$ cat src/rtl/serial_gather_pkg.sv
// Shared definitions for the serial gather block and other shift-in cells.
package serial_gather_pkg;

  localparam int unsigned MIN_WIDTH = 2;
  localparam int unsigned MAX_WIDTH = 16;

  // Bits needed to count 0..value-1 (value >= 2).
  function automatic int unsigned clog2(input int unsigned value);
    int unsigned n;
    n = 0;
    for (int unsigned i = 0; i < 31; i++) begin
      if ((32'd1 << i) < value) n = i + 1;
    end
    return n;
  endfunction

endpackage

$ cat src/rtl/serial_gather_if.sv
// Serial-in / word-out bus between a shift-in gatherer and its consumer.
interface serial_gather_if #(
  parameter int unsigned WIDTH = 4
);

  logic             SD;
  logic             SHIFT;
  logic             nSYNC;
  logic             CLR_OVR;
  logic [WIDTH-1:0] DATA;
  logic             VALID;
  logic             READY;
  logic             OVERRUN;
  logic             BUSY;

  modport master (
    input  SD, SHIFT, nSYNC, CLR_OVR, READY,
    output DATA, VALID, OVERRUN, BUSY
  );

  modport slave (
    output SD, SHIFT, nSYNC, CLR_OVR, READY,
    input  DATA, VALID, OVERRUN, BUSY
  );

endinterface

$ cat src/rtl/serial_gather_hold.sv
// Holding register with valid/ready output and sticky overrun flag.
module serial_gather_hold #(
  parameter int unsigned WIDTH = 4
) (
  input  logic             CK,
  input  logic             nRESET,
  input  logic             load_i,
  input  logic [WIDTH-1:0] word_i,
  input  logic             ready_i,
  input  logic             clr_ovr_i,
  output logic [WIDTH-1:0] data_o,
  output logic             valid_o,
  output logic             overrun_o
);

  logic [WIDTH-1:0] data_q, data_d;
  logic             valid_q, valid_d;
  logic             overrun_q, overrun_d;
  logic             free_c;

  // The handshake is resolved first, so a word can load on the edge the old one leaves.
  always_comb begin
    data_d    = data_q;
    valid_d   = valid_q;
    overrun_d = overrun_q;
    free_c    = !valid_q || ready_i;

    if (clr_ovr_i) overrun_d = 1'b0;

    if (load_i) begin
      if (free_c) begin
        data_d  = word_i;
        valid_d = 1'b1;
      end else begin
        overrun_d = 1'b1;
      end
    end else if (valid_q && ready_i) begin
      valid_d = 1'b0;
    end
  end

  always_ff @(posedge CK) begin
    if (!nRESET) begin
      data_q    <= '0;
      valid_q   <= 1'b0;
      overrun_q <= 1'b0;
    end else begin
      data_q    <= data_d;
      valid_q   <= valid_d;
      overrun_q <= overrun_d;
    end
  end

  assign data_o    = data_q;
  assign valid_o   = valid_q;
  assign overrun_o = overrun_q;

endmodule

$ cat src/rtl/serial_gather.sv
// Serial-in, parallel-out word gatherer: MSB-first bits into a handshaked holding register.
module serial_gather
  import serial_gather_pkg::*;
#(
  parameter int unsigned WIDTH = 4
) (
  input  logic            CK,
  input  logic            nRESET,
  serial_gather_if.master bus
);

  localparam int unsigned CNT_W    = clog2(WIDTH);
  localparam int unsigned CNT_LAST = WIDTH - 1;
  localparam int unsigned SR_W     = WIDTH - 1;

  logic [SR_W-1:0]  sr_q, sr_d;
  logic [CNT_W-1:0] cnt_q, cnt_d;
  logic             load_c;
  logic [WIDTH-1:0] word_c;
  logic [WIDTH-1:0] data;
  logic             valid;
  logic             overrun;

  // Bit sampling and word alignment; truncating {sr, SD} drops the oldest bit.
  always_comb begin
    sr_d   = sr_q;
    cnt_d  = cnt_q;
    load_c = 1'b0;
    word_c = {sr_q, bus.SD};

    if (bus.SHIFT && bus.nSYNC) begin
      if (cnt_q == CNT_W'(CNT_LAST)) begin
        load_c = 1'b1;
        cnt_d  = '0;
        sr_d   = '0;
      end else begin
        sr_d  = SR_W'({sr_q, bus.SD});
        cnt_d = cnt_q + CNT_W'(1);
      end
    end else if (bus.SHIFT) begin
      sr_d  = SR_W'(bus.SD);
      cnt_d = CNT_W'(1);
    end else if (!bus.nSYNC) begin
      sr_d  = '0;
      cnt_d = '0;
    end
  end

  always_ff @(posedge CK) begin
    if (!nRESET) begin
      sr_q  <= '0;
      cnt_q <= '0;
    end else begin
      sr_q  <= sr_d;
      cnt_q <= cnt_d;
    end
  end

  serial_gather_hold #(
    .WIDTH (WIDTH)
  ) u_hold (
    .CK        (CK),
    .nRESET    (nRESET),
    .load_i    (load_c),
    .word_i    (word_c),
    .ready_i   (bus.READY),
    .clr_ovr_i (bus.CLR_OVR),
    .data_o    (data),
    .valid_o   (valid),
    .overrun_o (overrun)
  );

  assign bus.DATA    = data;
  assign bus.VALID   = valid;
  assign bus.OVERRUN = overrun;
  assign bus.BUSY    = (cnt_q != '0);

endmodule
$ cat src/flat_wrapper.sv
// flat-port wrapper written by rule: the top's interface ports become plain ports
module serial_gather_flat import serial_gather_pkg::*;
#(
  parameter int unsigned WIDTH = 4
)
  (CK, nRESET, bus_SD, bus_SHIFT, bus_nSYNC, bus_CLR_OVR, bus_READY, bus_DATA, bus_VALID, bus_OVERRUN, bus_BUSY);
  serial_gather_if #(.WIDTH(WIDTH)) bus_i ();
  input  logic CK;
  input  logic nRESET;
  input wire logic [$bits(bus_i.SD)-1:0] bus_SD;
  input wire logic [$bits(bus_i.SHIFT)-1:0] bus_SHIFT;
  input wire logic [$bits(bus_i.nSYNC)-1:0] bus_nSYNC;
  input wire logic [$bits(bus_i.CLR_OVR)-1:0] bus_CLR_OVR;
  input wire logic [$bits(bus_i.READY)-1:0] bus_READY;
  output wire logic [$bits(bus_i.DATA)-1:0] bus_DATA;
  output wire logic [$bits(bus_i.VALID)-1:0] bus_VALID;
  output wire logic [$bits(bus_i.OVERRUN)-1:0] bus_OVERRUN;
  output wire logic [$bits(bus_i.BUSY)-1:0] bus_BUSY;
  assign bus_i.SD = bus_SD;
  assign bus_i.SHIFT = bus_SHIFT;
  assign bus_i.nSYNC = bus_nSYNC;
  assign bus_i.CLR_OVR = bus_CLR_OVR;
  assign bus_i.READY = bus_READY;
  assign bus_DATA = bus_i.DATA;
  assign bus_VALID = bus_i.VALID;
  assign bus_OVERRUN = bus_i.OVERRUN;
  assign bus_BUSY = bus_i.BUSY;
  serial_gather #(.WIDTH(WIDTH)) u_core (.CK(CK), .nRESET(nRESET), .bus(bus_i));
endmodule
$ cat config.mk
export PLATFORM = sky130hd
export DESIGN_NAME = serial_gather_flat
export DESIGN_NICKNAME = d
export VERILOG_FILES = /design/src/rtl/serial_gather_pkg.sv /design/src/rtl/serial_gather_if.sv /design/src/rtl/serial_gather_hold.sv /design/src/rtl/serial_gather.sv /design/src/flat_wrapper.sv
export SDC_FILE = /design/constraint.sdc
export NUM_CORES = 1
export LEC_CHECK = 0
export BUFFER_PORTS_ARGS = -buffer_cell sky130_fd_sc_hd__buf_2
export CAP_MARGIN = 20
export CORE_AREA = 2 2 39 41
export CTS_BUF_LIST = sky130_fd_sc_hd__clkbuf_4 sky130_fd_sc_hd__clkbuf_8
export CTS_CLUSTER_DIAMETER = 40
export CTS_CLUSTER_SIZE = 28
export DETAILED_ROUTE_END_ITERATION = 16
export DIE_AREA = 0 0 41 43
export PLACE_DENSITY_LB_ADDON = 0.1
export REMOVE_ABC_BUFFERS = 1
export SLEW_MARGIN = 20
export SYNTH_ARGS = -nofsm -noshare
export SYNTH_HDL_FRONTEND = slang
export SYNTH_SLANG_ARGS = --single-unit
$ cat constraint.sdc
create_clock -name CK -period 1.12 [get_ports CK]
set_input_delay 0.224 -clock CK [delete_from_list [all_inputs] [get_ports CK]]
set_output_delay 0.224 -clock CK [all_outputs]
set_load 0.005 [all_outputs]
# Yosys cells after proc, flatten, opt, wreduce, memory -nomap -nowiden
# Index checks and enable logic that the tools add are counted.
totals:
  word_cells: 33
  inputBits: 7
  output_inout_bits: 7
  register_bits: 11
op_classes:
  n_eq_ne: 3
  addsub: 1
  muxes: 16
  n_reduce_logical: 8
ops:
  columns: ["op", "n"]
  rows:
  - ["3-bit 2-to-1 mux", 4]
  - ["1-bit 2-to-1 mux", 8]
  - ["2-bit 2-to-1 mux", 4]
  - ["2-bit AND reduction", 2]
  - ["2-bit nonzero test", 2]
  - ["3-bit by 2-bit != test with 1-bit output (second input constant)", 1]
  - ["2-bit by 1-bit adder with 2-bit output (second input constant)", 1]
  - ["2-bit equality test (second input constant)", 1]
  - ["1-bit logical AND", 2]
  - ["2-bit != test (second input constant)", 1]
  - ["1-bit zero test", 1]
  - ["1-bit logical OR", 1]

# Logic depth before layout (Yosys ltp)
# Gate-level depths: netlist (run 1).
logic_depth:
  ltp_word: 5
  mapped_depth: 5
  mapped_depth_nobuf: 4

# By module
# Synthesis (run 1) repeated with hierarchy kept, for this count alone.
unflattened:
  hier_cells: 55
  hier_area_um2: 515.5
by_module_without_submodules:
  columns: ["module", "instances", "area_per_inst_um2", "cells_each"]
  rows:
  - ["serial_gather", 1, 261.5, 29]
  - ["serial_gather_hold", 1, 254.0, 26]

# Worst setup path after synthesis (run 1)
# OpenSTA, ideal clock, no wires.
synth_path:
  kind: "reg-to-reg"
  from: "register u_core.cnt_q[0]"
  to: "register u_core.u_hold.data_q[0] (netlist: u_core.u_hold.data_o[0])"
  path_slack_ns: -0.005
  setup_time_ns: 0.072
  arrival_time_ns: 1.054
  path_buffers: 1
  t_required_ns: 1.048
  period_less_slack_ns: 1.125
  path_stages_with_launch: 6
  path_cell_list: "dfxtp_1 > ha_1 > nand3_4 > nor2b_4 > buf_6 > mux2i_1"
synth_between:
  elab_chain_cells: 4
synth_rtl:
  columns: ["element", "line", "text"]
  rows:
  - ["start: declaration", "serial_gather.sv:17", "logic [CNT_W-1:0] cnt_q, cnt_d;"]
  - ["start signal: assignment", "serial_gather.sv:55", "cnt_q <= cnt_d;"]
  - ["2-bit equality test", "serial_gather.sv:32", "if (cnt_q == CNT_W'(CNT_LAST)) begin"]
  - ["1-bit 2-to-1 mux", "serial_gather.sv:32", null]
  - ["1-bit 2-to-1 mux", "serial_gather.sv:31", "if (bus.SHIFT && bus.nSYNC) begin"]
  - ["2-bit AND reduction (no line)", null, null]
  - ["end signal: assignment", "serial_gather_hold.sv:48", "data_q <= data_d;"]
  - ["end: declaration", "serial_gather_hold.sv:16", "logic [WIDTH-1:0] data_q, data_d;"]
# Every way passes these cells.
# A chain may end at the register's enable or synchronous reset.

# Final worst setup path (run 1)
layout_path:
  from: "register u_core.cnt_q[1]"
  to: "output port bus_BUSY"
layout_between:
  elab_chain_cells: 1
layout_rtl:
  columns: ["element", "line", "text"]
  rows:
  - ["2-bit nonzero test", "serial_gather.sv:76", "assign bus.BUSY = (cnt_q != '0);"]
  - ["end: declaration", "flat_wrapper.sv:18", "output wire logic [$bits(bus_i.BUSY)-1:0] bus_BUSY;"]
# Every way passes these cells.

==> run metrics, run 1 <==
setup violators final=5; Slew HR=86.2%; final period utilization=109%; # fillers=146; Detail Route Antenna Nets=0; design area=698 um2; kind of critical path=flop to primary output; Synth Area in Compound Gates=8.59%; Hold Vio Cnt, Final=0; DP HPWL=703 um; Nets=84; H-tree Lvls=1; Synth Area in Simple Gates=27.0%; cell area after synthesis=524 um2; CP max-delay cell=dfxtp_2; largest family of logic cells by synthesized area=simple AND/OR/NAND/NOR gates; YS warnings=0; first-pass GRT wire length=1.53 mm; Die Ht=43 um; drt drc=0; io pins=14; CP required=0.90 ns; Pint=604 uW; Global Route Usage Sum=13.4%; routed vias=407; Slew Limit Fails=0; sequential share of power=51.6%; Critical Path Max Stage Delay=0.32 ns; Synth Area in XOR/XNOR=0%; top cell type's share of synthesized area=42.0%; Max Cap Viol=0; Pre-Repair DR Iteration Count=2; gr ovfl total=0; Starting Density=37.9%; violated checks=setup timing; critical path's top delay family=flip-flops; worst vdd ir=0.649 mV; top-count cell post-synth=dfxtp_1; CP Buf/Inv Count=4; Max Freq=816 MHz; ys async rst share=0%; Placement Cell Area=612 um2; Comb pwr share=10.7%; Setup Skew=0.00197 ns; DR iter-0 viols=1; Layout area overhead=33.2%; Worst-Margin Slew=0.207 ns; Worst Setup End Kind=primary output; synth top area cells=dfxtp_1 42%, mux2i_1 9.5%, nand2_1 7.2%, ha_1 4.8%, buf_6 4.3%; Die ar.=1760 um2; initial antenna violation count=0; top_reg_cell synth=dfxtp_1; total wire length=964 um; FP Rows=14; CP startpoint kind=flop; setup TNS=-0.226 ns; CTS buffer count=3; IO Port Bufs=13; diodes inserted=0; Static Leak=0.000294 uW; Clk Tree Root Cell=clkbuf_4; CP Max Fanout=2; routed vias/inst=4.52; drt wl/cell=10.7 um; core region area=1380 um2; Post-Synthesis Cells=54; gpl congestion=0.693; number of flops mapped to enable cells by yosys=0; vias in the first global route=374; layout cells sized above 1=45.9%; most common library cells after synthesis=11 x dfxtp_1, 10 x nand2_1, 5 x mux2i_1; Critical Path, Cell by Cell=buf_6 -> inv_2 -> ha_4 -> inv_2 -> buf_6; status=finished with violations; clock latency on the worst-skew pair=0.26 ns; clk sinks=11; largest net degree at the start of global routing=14; Synth Area in Adders=4.77%; sequential area share after synthesis=42.0%; flop and latch count out of synthesis=11; Min Clock Period, post-route=1.23 ns; switching power total=174 uW; syn_area_per_cell=9.71 um2; Power Density=1110 nW/um2; Setup WS post-layout=-0.106 ns; mux share of post-synthesis cell area=9.55%; cell taking the most area after synthesis=dfxtp_1; CTS tree=built; CTS Buffer Depth=2; Worst-path clk slew=0.07 ns; min-delay worst type=input pin to flop; clock share of power=37.7%; CP Data Arrival Time=1.00 ns; die width=41 um; count of cell types in the netlist=22; sw frac=22.4%; RSZ-0062 raised after global routing=true
-- stage by stage --
stage	hold WS (ns)	cells	setup slack, ns	total power, uW	util (%)
global placement	0.451	84	-0.00926	475	44.2
global route	0.215	90	-0.148	824	50.5
detailed placement	0.447	84	-0.0315	475	44.2
CTS	0.216	89	-0.143	782	47.8
floorplan	0.346	51	0.0197	435	-
finish	0.229	90	-0.106	778	50.5
-- kinds of logic (layout without fill, tap and decap cells) --
| group | count (synthesis) | in the layout |
|---|---|---|
| AOI/OAI and AO/OA | 7 | 7 |
| muxes | 5 | 5 |
| and+or+nand+nor | 22 | 22 |
| adders and majority gates | 2 | 2 |
| DFF | 11 | 11 |
| buffers and inverters | 7 | 27 |
-- tightest hold or removal path, cell delays in order --
cell and delay [ns]:
buf_2 0.11, nand2_1 0.05, mux2i_1 0.06
-- worst paths after layout --
path	depth (start not counted)	endpoint	slack (ns)	start
setup reg to reg	5	u_core.u_hold.data_o[0]	-0.04	u_core.cnt_q[1]
hold reg to reg	2	u_core.u_hold.data_o[2]	0.46	u_core.u_hold.data_o[2]
hold / removal	3	u_core.u_hold.data_o[0]	0.23	bus_SD
setup / recovery	5	bus_BUSY	-0.11	u_core.cnt_q[1]
-- per-layer routing --
metal / routed length (um) / global-route usage [%] / vias to the layer above / share of wire [%]
met5: 0 / 0 / - / 0
met4: 25 / 12.0 / 0 / 2.6
met3: 68 / 3.14 / 4 / 7.1
met2: 415 / 18.4 / 14 / 43
met1: 455 / 16.2 / 174 / 47
li1: - / - / 215 / -
-- final cells by class --
class / instances / area (um2) / share of cell area, %
clock buffer: 4 / 30.0 / 4.30
inverter: 4 / 15.0 / 2.15
timing repair buffer: 19 / 124 / 17.7
multi-input combinational: 36 / 287 / 41.0
sequential: 11 / 223 / 31.9
tap: 16 / 20.0 / 2.87
-- cells in the final DEF, fill, tap and decap left out --
cell	instances
nor2b_4	1
a22oi_1	1
dfxtp_2	2
a21boi_0	1
mux2i_1	5
nor2b_1	2
a32oi_1	1
inv_2	3
buf_4	4
inv_1	1
nand2b_4	1
clkbuf_4	4
nand2_1	10
ha_4	2
o22ai_1	1
a21oi_1	2
dfxtp_1	9
o21ai_0	1
nor2b_2	1
nand3b_1	2
nand3_4	1
and2_1	1
buf_6	3
nor2_1	1
nand2b_1	2
buf_2	12
-- power by group through the flow --
| stage | clock network, uW | logic [uW] | registers (uW) |
|---|---|---|---|
| 2_1_floorplan | 0 | 25.6 | 410 |
| 3_3_place_gp | 0 | 65.6 | 409 |
| 3_5_place_dp | 0 | 65.4 | 409 |
| 4_1_cts | 309 | 72.2 | 401 |
| 5_1_grt | 331 | 91.1 | 402 |
| 6_report | 293 | 83.4 | 401 |
-- what timing repair did --
| item | in CTS | in global routing |
|---|---|---|
| hold buffers | 0 | 0 |
| buffers inserted | 1 | 1 |
| gates resized for setup | 7 | 5 |
| endpoints found under the setup margin | 5 | 11 |
| pin swaps | 1 | 2 |
-- registers in the layout, summed over array words and instances, names as in the netlist --
register and count:
u_core.cnt_q 2, u_core.u_hold.valid_o 1, u_core.u_hold.data_o 4, u_core.sr_q 3
u_core.u_hold.overrun_o 1
(Power assumes the default switching activity.)
==> run 2: changes to the inputs <==
--- a/config.mk
+++ b/config.mk
@@ -5,6 +5,7 @@
 export SDC_FILE = /design/constraint.sdc
 export NUM_CORES = 1
 export LEC_CHECK = 0
+export ABC_AREA = 1
 export BUFFER_PORTS_ARGS = -buffer_cell sky130_fd_sc_hd__buf_2
 export CAP_MARGIN = 20
 export CORE_AREA = 2 2 39 41
==> run 2 against run 1 <==
Effect of this change: global-route usage up 0.22 points; power fell by 2.6%; clock power down 3%; worst setup slack gained 0.015 ns; combinational power down 18%; sequential share of layout area increased by 2.3 points; synthesized area decreased by 6.4%; the flow still finishes with violations (setup timing); critical endpoint unchanged; largest cell class unchanged; critical path depth is the same.
==> run metrics, run 2 <==
setup violators final=1; Starting Density=35.4%; Die Ht=43 um; top cell type's share of synthesized area=44.9%; Layout area overhead=32.7%; syn_area_per_cell=7.01 um2; drt wl/cell=9.03 um; Setup WS post-layout=-0.0909 ns; top_reg_cell synth=dfxtp_1; total power draw=757 uW; violated checks=setup timing; commonest non-fill, non-tap cells in the layout=12 x nor2_1, 12 x nand2_1, 12 x buf_2; ys async rst share=0%; Critical Path Max Stage Delay=0.34 ns; Post CTS Setup Buffer Count=0; Critical Path, Cell by Cell=buf_6 -> inv_4 -> ha_4 -> inv_2 -> buf_6; Slew HR=80.9%; setup TNS=-0.0909 ns; Worst-path clk slew=0.06 ns; CP Max Fanout=2; mux share of post-synthesis cell area=0%; diodes inserted=0; flop and latch count out of synthesis=11; routed vias=470; synth top area cells=dfxtp_1 45%, inv_1 11%, nand2_1 9.2%, nor2_1 9.2%, a21oi_1 8.2%; post-cts hold buffer count=0; Synth Area in Compound Gates=8.16%; number of flops mapped to enable cells by yosys=0; Max Cap Viol=0; initial antenna violation count=0; met3 WL post-DR=64 um; DP HPWL=738 um; Worst Setup End Kind=primary output; cell taking the most area after synthesis=dfxtp_1; top-count cell post-synth=inv_1; FP Rows=14; Min Hold Slack=0.216 ns; first-pass GRT wire length=1.60 mm; CTS Buffer Depth=2; cell count after placement=100; die width=41 um; Top Layer Used=met4; CTS buffer count=3; Hold Vio Cnt, Final=0; Min Clock Period, post-route=1.21 ns; count of cell types in the netlist=10; clk sinks=11; IO Port Bufs=13; Slew Limit Fails=0; Synth Area in Simple Gates=31.1%; Power Density=1160 nW/um2; io pins=14; clock latency on the worst-skew pair=0.26 ns; Post-Synthesis Cells=70; Synth Area in XOR/XNOR=0%; vias in the first global route=409; min-delay worst type=input pin to flop; CP required=0.90 ns; largest net degree at the start of global routing=8; Max Freq=826 MHz; total wire length=939 um; layout cells sized above 1=30.7%; Setup Skew=0.000262 ns; status=finished with violations; gr ovfl total=0; max FFs per register=4; core region area=1380 um2; fin cells=104; Nets=98; Worst-Margin Slew=0.286 ns; routed vias/inst=4.52; final period utilization=108%; DR iter-0 viols=6; H-tree Lvls=1; Die ar.=1760 um2; most common library cells after synthesis=14 x inv_1, 12 x nand2_1, 12 x nor2_1; Pre-Repair DR Iteration Count=4; WL met2=467 um; CTS tree=built; RSZ-0062 raised after global routing=true; CP max-delay cell=dfxtp_2; YS warnings=0; Detail Route Antenna Nets=0; cell area after synthesis=490 um2; Global Route Usage Sum=13.6%; Clk Tree Root Cell=clkbuf_4; Static Leak=0.000297 uW; sequential area share after synthesis=44.9%; largest family of logic cells by synthesized area=simple AND/OR/NAND/NOR gates; CP Data Arrival Time=0.99 ns; CP startpoint kind=flop; drt drc=0; Metal-1 WL=397 um; Synth Area in Adders=5.10%; gpl congestion=0.757; worst vdd ir=0.484 mV; Crit path top cell by count=buf_6; kind of critical path=flop to primary output
[run 2: cell count changes in the layout (fill, tap and decap cells not counted), sizes merged, moves of 2 or more]
cell	delta
nor2	+13
inv	+10
nand3	+7
a21oi	+6
buf	-5
mux2i	-5
nor2b	-4
nand2b	-3
nand2	+2
nand3b	-2
[run 2: worst max-delay path, delay by kind of cell, from the launching register on]
| family | cells | cell delay, ns |
|---|---|---|
| flops | 1 | 0.34 |
| buf+inv | 4 | 0.25 |
| fa+ha+maj | 1 | 0.14 |
[run 2: cell families after synthesis]
| kind of cell | after synthesis |
|---|---|
| AO/OA/AOI/OAI | 8 |
| adder cells (fa/ha/maj) | 2 |
| buffers and inverters | 14 |
| flip-flops | 11 |
| AND/OR/NAND/NOR | 35 |
[run 2: repair_timing]
action | 4_1_cts | 5_1_grt
resized for setup | 8 | 4
endpoints found under the hold margin | 0 | 0
pin swaps | 0 | 1
endpoints found under the setup margin | 4 | 6
[run 2: worst paths after layout]
check | depth (start not counted) | to | startpoint | slack (ns)
worst max-delay path | 5 | bus_BUSY | u_core.cnt_q[1] | -0.09
worst min-delay path | 3 | u_core.u_hold.data_o[2] | nRESET | 0.22
worst max register to register | 6 | u_core.u_hold.data_o[3] | u_core.cnt_q[0] | 0.05
worst min register to register | 2 | u_core.sr_q[2] | u_core.sr_q[2] | 0.47
[run 2: where the power goes]
part | leakage [uW] | internal, uW | switching [uW] | total (uW)
Sequential | 0.0000899 | 398 | 5.14 | 403
Combinational | 0.000189 | 30.8 | 37.8 | 68.6
Clock | 0.0000184 | 162 | 123 | 285
Total | 0.000297 | 591 | 166 | 757
[run 2: stage by stage]
| step | util, % | setup slack, ns | area [um2] |
|---|---|---|---|
| final | 47.0 | -0.0909 | 651 |
| after global routing | 47.0 | -0.134 | 651 |
| after CTS | 45.8 | -0.112 | 634 |
| after detailed placement | 42.1 | 0.00440 | 583 |
| after global placement | 42.1 | 0.0526 | 583 |
| after floorplan | - | 0.121 | 490 |
[run 2: cell type report]
| type | count | area [um2] |
|---|---|---|
| Tap cell | 16 | 20.0 |
| Fill cell | 151 | 733 |
| Multi-Input combinational cell | 45 | 240 |
| Timing Repair Buffer | 14 | 82.6 |
| Inverter | 14 | 55.1 |
| Clock buffer | 4 | 30.0 |
| Sequential cell | 11 | 223 |
[run 2: layer usage]
layer	vias to the layer above	GRT usage, %
met5	-	0
met4	0	6.00
met3	2	7.85
met2	9	20.6
met1	203	14.7
li1	256	-
